--- config.mk ---
export PLATFORM = sky130hd
export DESIGN_NAME = dot_acc_pipe
export DESIGN_NICKNAME = d
export VERILOG_FILES = /design/src/rtl/dot_acc_pipe.sv
export SDC_FILE = /design/constraint.sdc
export NUM_CORES = 1
export LEC_CHECK = 0
export ABC_AREA = 1
export BUFFER_PORTS_ARGS = -buffer_cell sky130_fd_sc_hd__buf_2
export CAP_MARGIN = 30
export CELL_PAD_IN_SITES_DETAIL_PLACEMENT = 1
export CELL_PAD_IN_SITES_GLOBAL_PLACEMENT = 1
export CORE_ASPECT_RATIO = 0.7
export CORE_MARGIN = 5
export CORE_UTILIZATION = 48
export DETAILED_ROUTE_END_ITERATION = 8
export PLACE_DENSITY = 0.8
export SETUP_SLACK_MARGIN = 0.2
export SYNTH_ARGS = -nofsm -noshare
export SYNTH_HDL_FRONTEND = slang
export SYNTH_SLANG_ARGS = --single-unit
--- constraint.sdc ---
create_clock -name i_clk -period 8.3 [get_ports i_clk]
set_input_delay 1.66 -clock i_clk [delete_from_list [all_inputs] [get_ports i_clk]]
set_output_delay 1.66 -clock i_clk [all_outputs]
set_load 0.02 [all_outputs]
--- src/rtl/dot_acc_pipe.sv ---
// Streaming dot-product engine: two-stage multiply pipeline feeding a
// wrapping accumulator, with a held result released by a ready handshake.
module dot_acc_pipe #(
  parameter int A_WIDTH   = 16,
  parameter int B_WIDTH   = 16,
  parameter int ACC_WIDTH = 40
) (
  input  logic                 i_clk,
  input  logic                 i_rst,
  input  logic                 i_valid,
  input  logic                 i_last,
  input  logic [A_WIDTH-1:0]   i_a,
  input  logic [B_WIDTH-1:0]   i_b,
  input  logic                 i_tc,
  output logic                 o_ready,
  output logic                 o_valid,
  input  logic                 i_ready,
  output logic [ACC_WIDTH-1:0] o_sum,
  output logic [7:0]           o_len
);

  localparam int P_WIDTH = A_WIDTH + B_WIDTH;

  localparam logic [1:0] IDLE  = 2'd0;
  localparam logic [1:0] ACCUM = 2'd1;
  localparam logic [1:0] DRAIN = 2'd2;
  localparam logic [1:0] HOLD  = 2'd3;

  logic [1:0]           state_q, state_d;
  logic                 accept;

  logic                 s1Valid_q, s1Last_q, s1First_q, s1Tc_q;
  logic [A_WIDTH-1:0]   s1A_q;
  logic [B_WIDTH-1:0]   s1B_q;

  logic                 s2Valid_q, s2Last_q, s2First_q, s2Tc_q;
  logic [P_WIDTH-1:0]   s2Prod_q;

  logic [ACC_WIDTH-1:0] acc_q, acc_d;
  logic [7:0]           cnt_q, cnt_d;
  logic [ACC_WIDTH-1:0] sum_q, sum_d;
  logic [7:0]           len_q, len_d;

  logic [P_WIDTH-1:0]   aExt, bExt, prodFull;
  logic [ACC_WIDTH-1:0] prodExt, accSum;

  assign o_ready = (state_q == IDLE) || (state_q == ACCUM);
  assign o_valid = (state_q == HOLD);
  assign o_sum   = sum_q;
  assign o_len   = len_q;
  assign accept  = i_valid && o_ready;

  // Extending both operands to the full product width first makes the
  // truncated product correct for both signed and unsigned operands.
  always_comb begin
    aExt     = s1Tc_q ? P_WIDTH'($signed(s1A_q)) : P_WIDTH'(s1A_q);
    bExt     = s1Tc_q ? P_WIDTH'($signed(s1B_q)) : P_WIDTH'(s1B_q);
    prodFull = aExt * bExt;
    prodExt  = s2Tc_q ? ACC_WIDTH'($signed(s2Prod_q)) : ACC_WIDTH'(s2Prod_q);
    accSum   = (s2First_q ? '0 : acc_q) + prodExt;
  end

  always_comb begin
    state_d = state_q;
    acc_d   = acc_q;
    cnt_d   = cnt_q;
    sum_d   = sum_q;
    len_d   = len_q;

    if (s2Valid_q) acc_d = accSum;
    if (accept) cnt_d = (state_q == IDLE) ? 8'd1 : cnt_q + 8'd1;

    case (state_q)
      IDLE, ACCUM: begin
        if (accept) state_d = i_last ? DRAIN : ACCUM;
      end
      DRAIN: begin
        if (s2Valid_q && s2Last_q) begin
          state_d = HOLD;
          sum_d   = accSum;
          len_d   = cnt_q;
        end
      end
      HOLD: begin
        if (i_ready) state_d = IDLE;
      end
      default: state_d = IDLE;
    endcase
  end

  // Reset clears control and valid bits; pipeline data is don't-care then.
  always_ff @(posedge i_clk) begin
    if (i_rst) begin
      state_q   <= IDLE;
      s1Valid_q <= 1'b0;
      s1Last_q  <= 1'b0;
      s1First_q <= 1'b0;
      s1Tc_q    <= 1'b0;
      s1A_q     <= '0;
      s1B_q     <= '0;
      s2Valid_q <= 1'b0;
      s2Last_q  <= 1'b0;
      s2First_q <= 1'b0;
      s2Tc_q    <= 1'b0;
      s2Prod_q  <= '0;
      acc_q     <= '0;
      cnt_q     <= '0;
      sum_q     <= '0;
      len_q     <= '0;
    end else begin
      state_q   <= state_d;
      acc_q     <= acc_d;
      cnt_q     <= cnt_d;
      sum_q     <= sum_d;
      len_q     <= len_d;

      s1Valid_q <= accept;
      if (accept) begin
        s1Last_q  <= i_last;
        s1First_q <= (state_q == IDLE);
        s1Tc_q    <= i_tc;
        s1A_q     <= i_a;
        s1B_q     <= i_b;
      end

      s2Valid_q <= s1Valid_q;
      if (s1Valid_q) begin
        s2Last_q  <= s1Last_q;
        s2First_q <= s1First_q;
        s2Tc_q    <= s1Tc_q;
        s2Prod_q  <= prodFull;
      end
    end
  end

endmodule

Word-level counts from Yosys, hierarchy flattened --
Cells that the tools add are included.
Operators by class: $add $sub $neg 2, $mul 1, equal/unequal tests 6, mux-type cells 10, reduce and logical (&&, ||, !) cells 7
Operator list (number):
- $mux 40 | 2
- $mux 32 | 2
- $add 40x40->40 | 1
- $mul 32x32->32 | 1
- $add 8x1->8 const B | 1
- $mux 2 | 4
- $mux 8 | 1
- $pmux 2 s3 | 1
- $eq 2x2->1 const B | 2
- $ne 2x2->1 const B | 2
- $reduce_and 3->1 | 1
- $eq 2x1->1 const B | 1
- $logic_and 1x1->1 | 2
- $logic_not 2->1 | 1
- $ne 2x1->1 const B | 1
- $reduce_and 2->1 | 1
- $reduce_or 2->1 | 1
- $logic_or 1x1->1 | 1
Storage, ports and cells: register bits 170, output and inout port bits 50, word-level logic and storage cells 42

Depth between registers and ports, before layout --
Gate-level depths: netlist (run 1).
depth after elaboration 5, depth in mapped cells 36, depth with buffers taken out 35

Least setup slack after synthesis (run 1) --
OpenSTA, ideal clock, no wires.
path kind register -> register, start point register s1A_q[15], end point register s2Prod_q[28], library setup time 0.115 ns, arrival time 6.645 ns, required time 8.185 ns, setup slack 1.540 ns, cell stages (with the launch flop) 25, path buffers 2, cells stage by stage dfxtp_1 > buf_2 > nand2_1 > inv_1 > clkbuf_1 > nand2_1 > fa_1 > fa_1 > inv_1 > fa_1 > inv_1 > fa_1 > inv_1 > fa_1 > fa_1 > fa_1 > fa_1 > ha_1 > a21oi_1 > o21ai_0 > a211oi_1 > a21boi_0 > a21oi_1 > o21ai_0 > inv_1
Between the ends: word-level cells in the longest chain between the ends 2
RTL lines:
- start, declared | line 33 | logic [A_WIDTH-1:0] s1A_q;
- start signal, assigned | line 122 | s1A_q <= i_a;
- $mux 32 | line 56 | aExt = s1Tc_q ? P_WIDTH'($signed(s1A_q)) : P_WIDTH'(s1A_q);
- $mul 32x32->32 | line 58 | prodFull = aExt * bExt;
- end signal, assigned | line 131 | s2Prod_q <= prodFull;
- end, declared | line 37 | logic [P_WIDTH-1:0] s2Prod_q;
Every way passes these cells. A chain may end at the register's enable or synchronous reset.

Worst setup path in the final report (run 1) --
start point register s1B_q[8], end point register s2Prod_q[31]
Between the ends: word-level cells in the longest chain between the ends 2
RTL lines:
- start, declared | line 34 | logic [B_WIDTH-1:0] s1B_q;
- start signal, assigned | line 123 | s1B_q <= i_b;
- $mux 32 | line 57 | bExt = s1Tc_q ? P_WIDTH'($signed(s1B_q)) : P_WIDTH'(s1B_q);
- $mul 32x32->32 | line 58
Every way passes these cells.

==> metrics.md, run 1 <==
| Metric | Value |
|---|---|
| Lkg Pwr | ~14 nW |
| Max-cap viol count | 0 |
| Final setup violation count | 0 |
| Setup Total Neg Slack | 0 ps |
| Most common library cells after synthesis | 835 x inv_1, 549 x nand2_1, 335 x fa_1, 312 x nor2_1, 170 x dfxtp_1 |
| Detailed placer's ending HPWL | about 66000 um |
| Average footprint of a synthesized cell | roughly 7.3 um^2 |
| Yosys cell types | 46 |
| Post-synthesis register bit count | 170 |
| HP Start | acc_q[0]$_SDFFE_PP0P_ |
| Slew @ Worst Pin | a little over 1000 ps |
| Seq/Total Area, Yosys | between 10% and 20% |
| Via Count | about 20000 |
| Fin. Hold Viols | 0 |
| Peak VDD IR | between 0.15 and 0.2 mV |
| Final Critical Period | 7760 ps |
| Hold Buf Count CTS | 0 |
| WP data arrival | 8140 ps |
| Layout Skew | about 19 ps |
| P per Cell Area | 135 nW/um^2 |
| Count leader, synth | inv_1 |
| Vias in the first global route | about 22000 |
| Port Buffers | 87 |
| Top_reg_cell synth | dfxtp_1 |
| RSZ-0062 raised after global routing | no |
| Hold Path Stages | 2 |
| I/O Pins | 88 |
| Fmax | approximately 130 MHz |
| Die Area | between 50000 and 60000 um^2 |
| Outcome | finished clean |
| NumNets Final | approximately 3700 |
| CTS tree | done |
| Routed WL | roughly 79000 um |
| Mapped Area | ~23000 um^2 |
| Antenna-violating nets left | 0 |
| Crit share post-route | 93.4% |
| CTS Buffer Depth | 2 |
| Antenna violations before repair | 3 |
| DIE HEIGHT | between 150 and 200 um |
| RR Startpoint | s1B_q[8]$_SDFFE_PP0P_ |
| DRC violations left | 0 |
| Post-Syn Nets | around 3700 |
| Worst EP required | roughly 8700 ps |
| Cells after Synth | about 3100 |
| Clk root buf | clkbuf_16 |
| Synth-to-layout area growth | 7.92% |
| Yosys warns | 0 |
| Async SR Flop Fraction | 0% |
| Worst skew pair latency | 480 ps |
| Global-route wire length before repair | 124000 um |
| Worst Reg2Reg Path Length in Cells | 24 |
| TritonCTS buffer count | 17 |
| Largest area contributor in the netlist | fa_1 |
| GPL Wtd Cong | between 0.9 and 1 |
| Total GRT Usage | a little under a third |
| Total gr overflow | 0 |
| Post-synth EDFFs | 0 |
| Crit path launch type | register |
| Via-to-Cell Ratio | approximately 5.3 |
| Yosys top cell area share | 29.5% |
| Synth top area cells | fa_1 29%, dfxtp_1 15%, inv_1 14% |
| DR pass1 iterations | 5 |
| CP endpoint kind | register |
| Die width | about 270 um |
| Num Clock Sinks | 170 |
| Layout cells sized above 1 | roughly 6.5% |
| Core Rows | 66 |
| ANT cells | 0 |
| Worst rel slew slack | 30.8% |
| Detailed router's first-iteration violation count | about 1500 |
| Critical path type | reg2reg |
| Largest net degree at the start of global routing | roughly 70 |
| # H-tree levels | 4 |
| Layout Utilization | about 53% |
| Starting density of the core | between 40% and 50% |
| Fin. max-slew vios | 0 |
| WL/cell | 20.8 um |
| Hold Crit Class | reg2reg |
| Critical path peak fanout | 18 |
| Core area | 46700 um^2 |
| Worst-path clk slew | roughly 90 ps |
| Worst setup startpoint | s1B_q[8]$_SDFFE_PP0P_ |
## layout make-up
cell class / count / area, um^2
clock buffers: 17 / 425
clock inverters: 15 / 220
fillers: 6022 / 22100
inverters: 838 / 3160
multi-input cells: 1995 / 15800
flip-flops and latches: 170 / 3410
well taps: 612 / 766
repair buffers: 136 / 821
## sequential cells by signal, indices dropped and copies added, names as in the netlist
signal / flops
acc_q: 40
o_sum: 40
s2Prod_q: 32
s1A_q: 16
s1B_q: 16
cnt_q: 8
o_len: 8
state_q: 2
s1First_q: 1
s1Last_q: 1
s1Tc_q: 1
s1Valid_q: 1
s2First_q: 1
s2Last_q: 1
s2Tc_q: 1
s2Valid_q: 1
## worst paths after layout
kind | to | slack, ps
worst max register to register | s2Prod_q[31]$_SDFFE_PP0P_ | 540
worst min register to register | acc_q[0]$_SDFFE_PP0P_ | 460
worst max-delay path | s2Prod_q[31]$_SDFFE_PP0P_ | 540
worst min-delay path | acc_q[0]$_SDFFE_PP0P_ | 460
## critical path, stage by stage, from the launching register on
cell	delay (ps)
dfxtp_1	1010
nand2_1	300
fa_1	840
inv_1	100
fa_1	490
inv_1	60
fa_1	450
fa_1	550
inv_1	60
fa_1	600
fa_1	470
fa_1	540
fa_1	440
ha_1	340
nand2_1	90
nor3_1	360
nand2_1	170
nor4_1	200
nand2_1	110
nand2_1	170
inv_1	60
nand2_1	60
nand3_1	60
nand2_1	80
inv_1	40
## routing by layer
layer	track usage, %	up-vias	wire length [um]
li1	-	9396	-
met1	44.9	10100	36700
met2	48.7	618	34000
met3	5.77	104	6130
met4	7.30	0	1670
met5	0	-	0
## layout by cell type, fill, tap and decap left out, types with 6 or more instances in the layout
master / count
nand2_1: 549
o211ai_1: 48
fa_1: 335
nor4_1: 6
nor3_1: 18
xor2_1: 28
buf_2: 87
buf_4: 47
nor2_1: 310
nand3b_1: 9
o21bai_1: 10
xnor2_1: 15
a21oi_1: 135
clkinv_8: 7
a31oi_1: 16
o21ai_0: 159
clkbuf_16: 17
nand4_1: 19
dfxtp_1: 167
a21o_1: 7
nand3_1: 115
ha_1: 168
inv_1: 832
## power breakdown
part | switching, W | total (W) | internal, W
registers | 0.0000661 | 0.000926 | 0.000860
logic | 0.000961 | 0.00149 | 0.000528
clock network | 0.000465 | 0.000909 | 0.000444
## logic make-up after synthesis
group                      Yosys count  synth area share [%]
AOI/OAI and AO/OA                  401                  10.0
xor gates and xnor gates            43                  1.65
adders and majority gates          503                  38.7
buffers and inverters              957                  15.9
DFF                                170                  15.0
and+or+nand+nor                   1048                  18.8
## metrics by stage
| step | setup slack (ps) | power [W] | instance area (um^2) | hold slack (ps) | cells |
|---|---|---|---|---|---|
| 3_5_place_dp | 366 | 0.00241 | 23900 | 453 | 3748 |
| 6_report | 544 | 0.00332 | 24600 | 460 | 3783 |
| 4_1_cts | 331 | 0.00333 | 24500 | 465 | 3780 |
| 2_1_floorplan | 1540 | 0.00192 | 22800 | 422 | 3122 |
| 3_3_place_gp | 428 | 0.00233 | 23800 | 440 | 3747 |
| 5_1_grt | 224 | 0.00356 | 24600 | 494 | 3783 |
## what timing repair did
item,CTS,global route
gates resized for setup,0,5
setup buffers,0,2
setup endpoints to repair,0,6
(Power assumes the default switching activity.)
==> inputs of run 2 (changes only) <==
--- a/config.mk
+++ b/config.mk
@@ -10,12 +10,14 @@
 export CAP_MARGIN = 30
 export CELL_PAD_IN_SITES_DETAIL_PLACEMENT = 1
 export CELL_PAD_IN_SITES_GLOBAL_PLACEMENT = 1
-export CORE_ASPECT_RATIO = 0.7
+export CORE_ASPECT_RATIO = 0.6
 export CORE_MARGIN = 5
 export CORE_UTILIZATION = 48
 export DETAILED_ROUTE_END_ITERATION = 8
+export MAX_ROUTING_LAYER = met4
 export PLACE_DENSITY = 0.8
 export SETUP_SLACK_MARGIN = 0.2
+export SKIP_LAST_GASP = 1
 export SYNTH_ARGS = -nofsm -noshare
 export SYNTH_HDL_FRONTEND = slang
 export SYNTH_SLANG_ARGS = --single-unit
==> run 2 against run 1 <==
  * First-iteration DRC count up 59%
  * Fmax is 2.4% lower
  * Final cell count rose by 0.48%
  * Sequential share of layout area is essentially flat
  * Total power grew 3.0%
  * Worst setup slack worse by 190 ps
  * Non-clock buffer count unchanged
  * Critical path type unchanged
  * Largest cell class unchanged
  * Largest power group unchanged
==> metrics.md, run 2 (synthesis gave the netlist of run 1 again) <==
| Metric | Value |
|---|---|
| Final Critical Period | 7950 ps |
| Global-route wire length before repair | ~140000 um |
| Port Buffers | 87 |
| Cell Int Power | ~0.0018 W |
| Reg2Reg Setup Slack | roughly 350 ps |
| Antenna violations before repair | 3 |
| Worst-path clk slew | about 90 ps |
| Critical path type | reg2reg |
| Die Area | roughly 52000 um^2 |
| CTS tree | done |
| WL/cell | approximately 24 um |
| Die width | 291 um |
| WP buf/inv | 8 |
| RR Startpoint | s1Tc_q$_SDFFE_PP0P_ |
| Via Count | 21300 |
| Starting density of the core | between 40 and 50% |
| Total gr overflow | 0 |
| Core area | between 40000 and 50000 um^2 |
| Routed WL | approximately 93000 um |
| Critical path peak fanout | 12 |
| Worst Hold Endpoint | acc_q[0]$_SDFFE_PP0P_ |
| Setup bufs post-CTS | 0 |
| Net switching power | 0.00161 W |
| Layout Skew | 25.0 ps |
| Via-to-Cell Ratio | 5.60 |
| Fin. max-slew vios | 0 |
| Most common cell after layout, fill and taps aside | inv_1 |
| TritonCTS buffer count | 17 |
| Clk root buf | clkbuf_16 |
| Critical-path cell with the highest stage delay | fa_1 |
| Total power | between 0.003 and 0.004 W |
| Slew @ Worst Pin | between 1000 and 1500 ps |
| Synth-to-layout area growth | 7.81% |
| R2r endpoint | s2Prod_q[31]$_SDFFE_PP0P_ |
| Total GRT Usage | between 30% and 40% |
| Detailed placer's ending HPWL | 77200 um |
| Worst Reg2Reg Path Length in Cells | 32 |
| Worst EP required | between 8000 and 9000 ps |
| WP data arrival | 8330 ps |
| Fmax | around 130 MHz |
| Combinational Power Share | 46.6% |
| NumNets Final | 3699 |
| Final setup violation count | 0 |
| DRC violations left | 0 |
| GPL Wtd Cong | 1.04 |
| Peak VDD IR | 0.147 mV |
| Detailed router's first-iteration violation count | between 2000 and 2500 |
| Num Clock Sinks | 170 |
| Top delay family on crit path | adder cells |
| Switching part of the total power | a little under half |
| Hold Crit Class | reg2reg |
| Largest net degree at the start of global routing | just over 80 |
| Crit path launch type | register |
| Flop pwr share | 27.4% |
| CP peak stage delay | approximately 650 ps |
| Fin. Hold Viols | 0 |
| Final Instance Area | 24500 um^2 |
| Setup Total Neg Slack | 0 ps |
| Layout fillers | 5991 |
| CTS Buffer Depth | 2 |
| Hold Path Stages | 2 |
| Max-cap viol count | 0 |
| CP endpoint kind | register |
| Layout cells sized above 1 | roughly 6.4% |
| RSZ-0062 raised after global routing | yes |
| Vias in the first global route | ~22000 |
| Clock power frac | a little over a quarter |
| HP Start | acc_q[0]$_SDFFE_PP0P_ |
| Antenna-violating nets left | 0 |
| CP dominant cell by count | inv_1 |
| ANT cells | 0 |
| P per Cell Area | 140 nW/um^2 |
| Worst skew pair latency | 490 ps |
| Placed cell areas | ~24000 um^2 |
| Core Rows | about 60 |
| Lkg Pwr | around 14 nW |
| Worst rel slew slack | between 20% and 30% |
| Most frequent cells in the layout | 833 x inv_1, 549 x nand2_1, 335 x fa_1 |
| DR pass1 iterations | 8 |
| DIE HEIGHT | 179 um |
| I/O Pins | 88 |
| Crit share post-route | between 90% and 100% |
| Outcome | finished clean |
| # H-tree levels | 4 |
## run 2: changes by cell type in the layout (fill, tap and decap cells not counted), moves of 2 or more
cell / previous run / this run
nor2_2: 2 / 4
dfxtp_1: 167 / 169
dfxtp_2: 3 / 1
nor2_1: 310 / 308
clkinv_8: 7 / 5
## run 2: final cells by class
class | count | area (um^2) | area share [%]
inverters | 838 | 3150 | 12.9
well taps | 630 | 788 | 3.21
repair buffers | 136 | 817 | 3.33
clock buffers | 17 | 425 | 1.73
multi-input cells | 1995 | 15800 | 64.2
flip-flops and latches | 170 | 3400 | 13.9
clock inverters | 15 | 193 | 0.785
## run 2: worst max-delay path by stage
stage	start	to	slack, ps	depth (start not counted)
floorplan	s1A_q[15]$_SDFFE_PP0P_	s2Prod_q[28]$_SDFFE_PP0P_	1540	24
global placement	s1Tc_q$_SDFFE_PP0P_	s2Prod_q[31]$_SDFFE_PP0P_	650	32
detailed placement	s1Tc_q$_SDFFE_PP0P_	s2Prod_q[31]$_SDFFE_PP0P_	420	32
CTS	s1Tc_q$_SDFFE_PP0P_	s2Prod_q[31]$_SDFFE_PP0P_	380	32
global route	s1Tc_q$_SDFFE_PP0P_	s2Prod_q[31]$_SDFFE_PP0P_	80	32
finish	s1Tc_q$_SDFFE_PP0P_	s2Prod_q[31]$_SDFFE_PP0P_	350	32
## run 2: worst reg2reg max path: cells and delay by family (launching register included)
kind | cells | cell delay, ps
adder cells (fa/ha/maj) | 9 | 3730
AND/OR/NAND/NOR | 13 | 2270
buffers and inverters | 8 | 760
flip-flops | 1 | 450
AO/OA/AOI/OAI | 1 | 450
XOR/XNOR | 1 | 180
## run 2: metal layers
metal,part of all wire [%],global-route usage (%),wire length [um]
met2,36,46.3,33800
met4,1.4,5.58,1290
met3,15,15.0,13700
met1,47,55.9,44000
met5,0,-,0
## run 2: stage by stage
stage | instances | hold WS (ps) | setup slack (ps) | utilization (%)
floorplan | 3122 | 422 | 1540 | -
global placement | 3766 | 443 | 647 | 51.3
detailed placement | 3769 | 461 | 420 | 51.4
CTS | 3801 | 472 | 385 | 52.7
global route | 3801 | 505 | 84.6 | 52.7
finish | 3801 | 466 | 352 | 52.7
## run 2: power by group through the flow
stage	sequential [W]	combinational, W	clock, W
floorplan	0.000895	0.00102	0
global placement	0.000948	0.00147	0
detailed placement	0.000951	0.00155	0
CTS	0.000932	0.00156	0.000894
global route	0.000938	0.00175	0.000931
finish	0.000937	0.00159	0.000892
## run 2: repair_timing
item / in CTS / in global routing
setup endpoints to repair: 0 / 6
resized for setup: 0 / 3
hold buffers: 0 / 0
==> inputs of run 3 (changes only) <==
--- a/config.mk
+++ b/config.mk
@@ -14,7 +14,6 @@
 export CORE_MARGIN = 5
 export CORE_UTILIZATION = 48
 export DETAILED_ROUTE_END_ITERATION = 8
-export MAX_ROUTING_LAYER = met4
 export PLACE_DENSITY = 0.8
 export SETUP_SLACK_MARGIN = 0.2
 export SKIP_LAST_GASP = 1
==> run 3 against run 2 <==
  * Final area is essentially flat
  * Clock-buffer cell count did not move
  * Highest routed layer is now met5
  * Largest power group unchanged
  * Die area is the same
  * Critical path type unchanged
  * Fmax grew 3.0%
  * Global-route usage is 1.0 points lower
==> metrics.md, run 3 (synthesis gave the netlist of run 1 again) <==
| Metric | Value |
|---|---|
| Worst EP required | ~8700 ps |
| RSZ-0062 raised after global routing | no |
| CP peak stage delay | about 750 ps |
| # H-tree levels | 4 |
| Final Instance Area | 24500 um^2 |
| Final setup violation count | 0 |
| Most frequent cells in the layout | 832 x inv_1, 549 x nand2_1, 335 x fa_1 |
| Synth-to-layout area growth | 7.76% |
| DIE HEIGHT | roughly 180 um |
| Layout cells sized above 1 | between 6 and 7% |
| Multi-input combinational cell area | approximately 16000 um^2 |
| Sequential Area | roughly 3400 um^2 |
| WL/cell | between 20 and 25 um |
| GPL Wtd Cong | approximately 1.0 |
| Worst-path clk slew | ~110 ps |
| Worst rel slew slack | around a quarter |
| Net switching power | roughly 0.0016 W |
| Fin. max-slew vios | 0 |
| Flop pwr share | 27.8% |
| Fmax | about 130 MHz |
| Hold Crit Class | reg2reg |
| Critical-path cell with the highest stage delay | fa_1 |
| Switching part of the total power | a little under half |
| CTS tree | done |
| HP Start | cnt_q[7]$_SDFFE_PP0P_ |
| ANT cells | 0 |
| Worst Hold Endpoint | cnt_q[7]$_SDFFE_PP0P_ |
| CP dominant cell by count | fa_1 |
| Final Critical Period | 7720 ps |
| Clock power frac | between 20% and 30% |
| Crit share post-route | between 90 and 100% |
| Combinational Power Share | about 47% |
| Hold Buf Count CTS | 0 |
| Num Clock Sinks | 170 |
| DR pass1 iterations | 5 |
| DRC violations left | 0 |
| Routed WL | approximately 90000 um |
| Outcome | finished clean |
| Critical path, cell by cell | nand2_1, clkinvlp_4, nand2_1, fa_1, fa_1, inv_1, fa_1, clkinvlp_4, buf_4, fa_1, inv_1, fa_1, fa_1, fa_1, fa_1, ha_1, a21oi_1, o21ai_0, a211oi_1, a21boi_0, a21oi_1, o21ai_0, inv_1 |
| Reg2Reg Setup Slack | ~580 ps |
| Global-route wire length before repair | 139000 um |
| Core Rows | 61 |
| Detailed router's first-iteration violation count | ~2300 |
| Antenna violations before repair | 4 |
| Most common cell after layout, fill and taps aside | inv_1 |
| Critical path peak fanout | 11 |
| Via-to-Cell Ratio | ~5.6 |
| Worst Reg2Reg Path Length in Cells | 23 |
| Worst skew pair latency | between 400 and 500 ps |
| Total GRT Usage | between 30% and 40% |
| Total gr overflow | 0 |
| CP endpoint kind | register |
| Antenna-violating nets left | 0 |
| RR Startpoint | s1Tc_q$_SDFFE_PP0P_ |
| Setup Total Neg Slack | 0 ps |
| Die Area | approximately 52000 um^2 |
| Port Buffers | between 80 and 90 |
| Largest net degree at the start of global routing | 81 |
| I/O Pins | 88 |
| Vias in the first global route | 22000 |
| Core area | between 40000 and 50000 um^2 |
| Clk root buf | clkbuf_16 |
| Crit path launch type | register |
| Max-cap viol count | 0 |
| Fin. Hold Viols | 0 |
| Cell Int Power | about 0.0018 W |
| P per Cell Area | between 100 and 150 nW/um^2 |
| CTS Buffer Depth | 2 |
| NumNets Final | 3700 |
| Detailed placer's ending HPWL | 78000 um |
| Critical path type | reg2reg |
| R2r endpoint | s2Prod_q[28]$_SDFFE_PP0P_ |
| Layout fillers | 6000 |
| Lkg Pwr | between 10 and 15 nW |
| Layout Skew | between 30 and 40 ps |
| Slew @ Worst Pin | 1110 ps |
| Hold Path Stages | 1 |
| Via Count | around 21000 |
| Starting density of the core | between 40% and 50% |
| Placed cell areas | about 24000 um^2 |
| Peak VDD IR | between 0.1 and 0.15 mV |
| Die width | roughly 290 um |
| WP data arrival | slightly above 8000 ps |
| TritonCTS buffer count | 17 |
## run 3: changes by cell type in the layout (fill, tap and decap cells not counted), moves of 2 or more
| cell | previous run | this run |
|---|---|---|
| inv_8 | 4 | 6 |
| buf_4 | 46 | 48 |
| clkinv_8 | 5 | 2 |
| inv_6 | 2 | 4 |
## run 3: metrics by stage
stage	hold WS (ps)	setup WS [ps]	total power [W]	utilization, %	cells
floorplan	422	1540	0.00192	-	3122
global placement	442	708	0.00242	51.3	3765
detailed placement	452	452	0.00250	51.3	3767
CTS	466	404	0.00337	52.6	3799
global route	488	207	0.00361	52.7	3802
finish	459	582	0.00341	52.7	3802
## run 3: final cells by class
cell class / instances / area share, %
clock inverters: 15 / 0.673
flip-flops and latches: 170 / 13.9
inverters: 838 / 12.9
clock buffers: 17 / 1.73
repair buffers: 137 / 3.35
multi-input cells: 1995 / 64.3
well taps: 630 / 3.21
## run 3: power groups by stage
stage	Combinational [W]	Clock [W]	Sequential (W)
floorplan	0.00102	0	0.000895
global placement	0.00146	0	0.000959
detailed placement	0.00154	0	0.000962
CTS	0.00155	0.000876	0.000943
global route	0.00175	0.000906	0.000952
finish	0.00159	0.000869	0.000949
## run 3: worst max path at each step
stage	from	to	slack (ps)
floorplan	s1A_q[15]$_SDFFE_PP0P_	s2Prod_q[28]$_SDFFE_PP0P_	1540
global placement	s1A_q[1]$_SDFFE_PP0P_	s2Prod_q[31]$_SDFFE_PP0P_	710
detailed placement	s1A_q[1]$_SDFFE_PP0P_	s2Prod_q[31]$_SDFFE_PP0P_	450
CTS	s1A_q[1]$_SDFFE_PP0P_	s2Prod_q[31]$_SDFFE_PP0P_	400
global route	s1Tc_q$_SDFFE_PP0P_	s2Prod_q[31]$_SDFFE_PP0P_	210
finish	s1Tc_q$_SDFFE_PP0P_	s2Prod_q[28]$_SDFFE_PP0P_	580
## run 3: critical path: cells and delay by family (launching register included)
kind	cells	cell delay (ps)
adders and majority gates	9	4650
AOI/OAI and AO/OA	6	1390
buffers and inverters	6	770
DFF	1	450
and+or+nand+nor	2	320
## run 3: layer usage
| layer | vias to the layer above | track usage, % | share of wire (%) |
|---|---|---|---|
| met5 | - | 0 | 0.029 |
| met4 | 4 | 4.95 | 1.1 |
| met3 | 86 | 16.5 | 16 |
| met2 | 1089 | 47.1 | 37 |
| met1 | 10700 | 54.9 | 46 |
| li1 | 9399 | - | - |
## run 3: repair_timing
action / CTS / global route
setup endpoints to repair: 0 / 5
gates resized for setup: 0 / 7
buffers inserted: 0 / 2
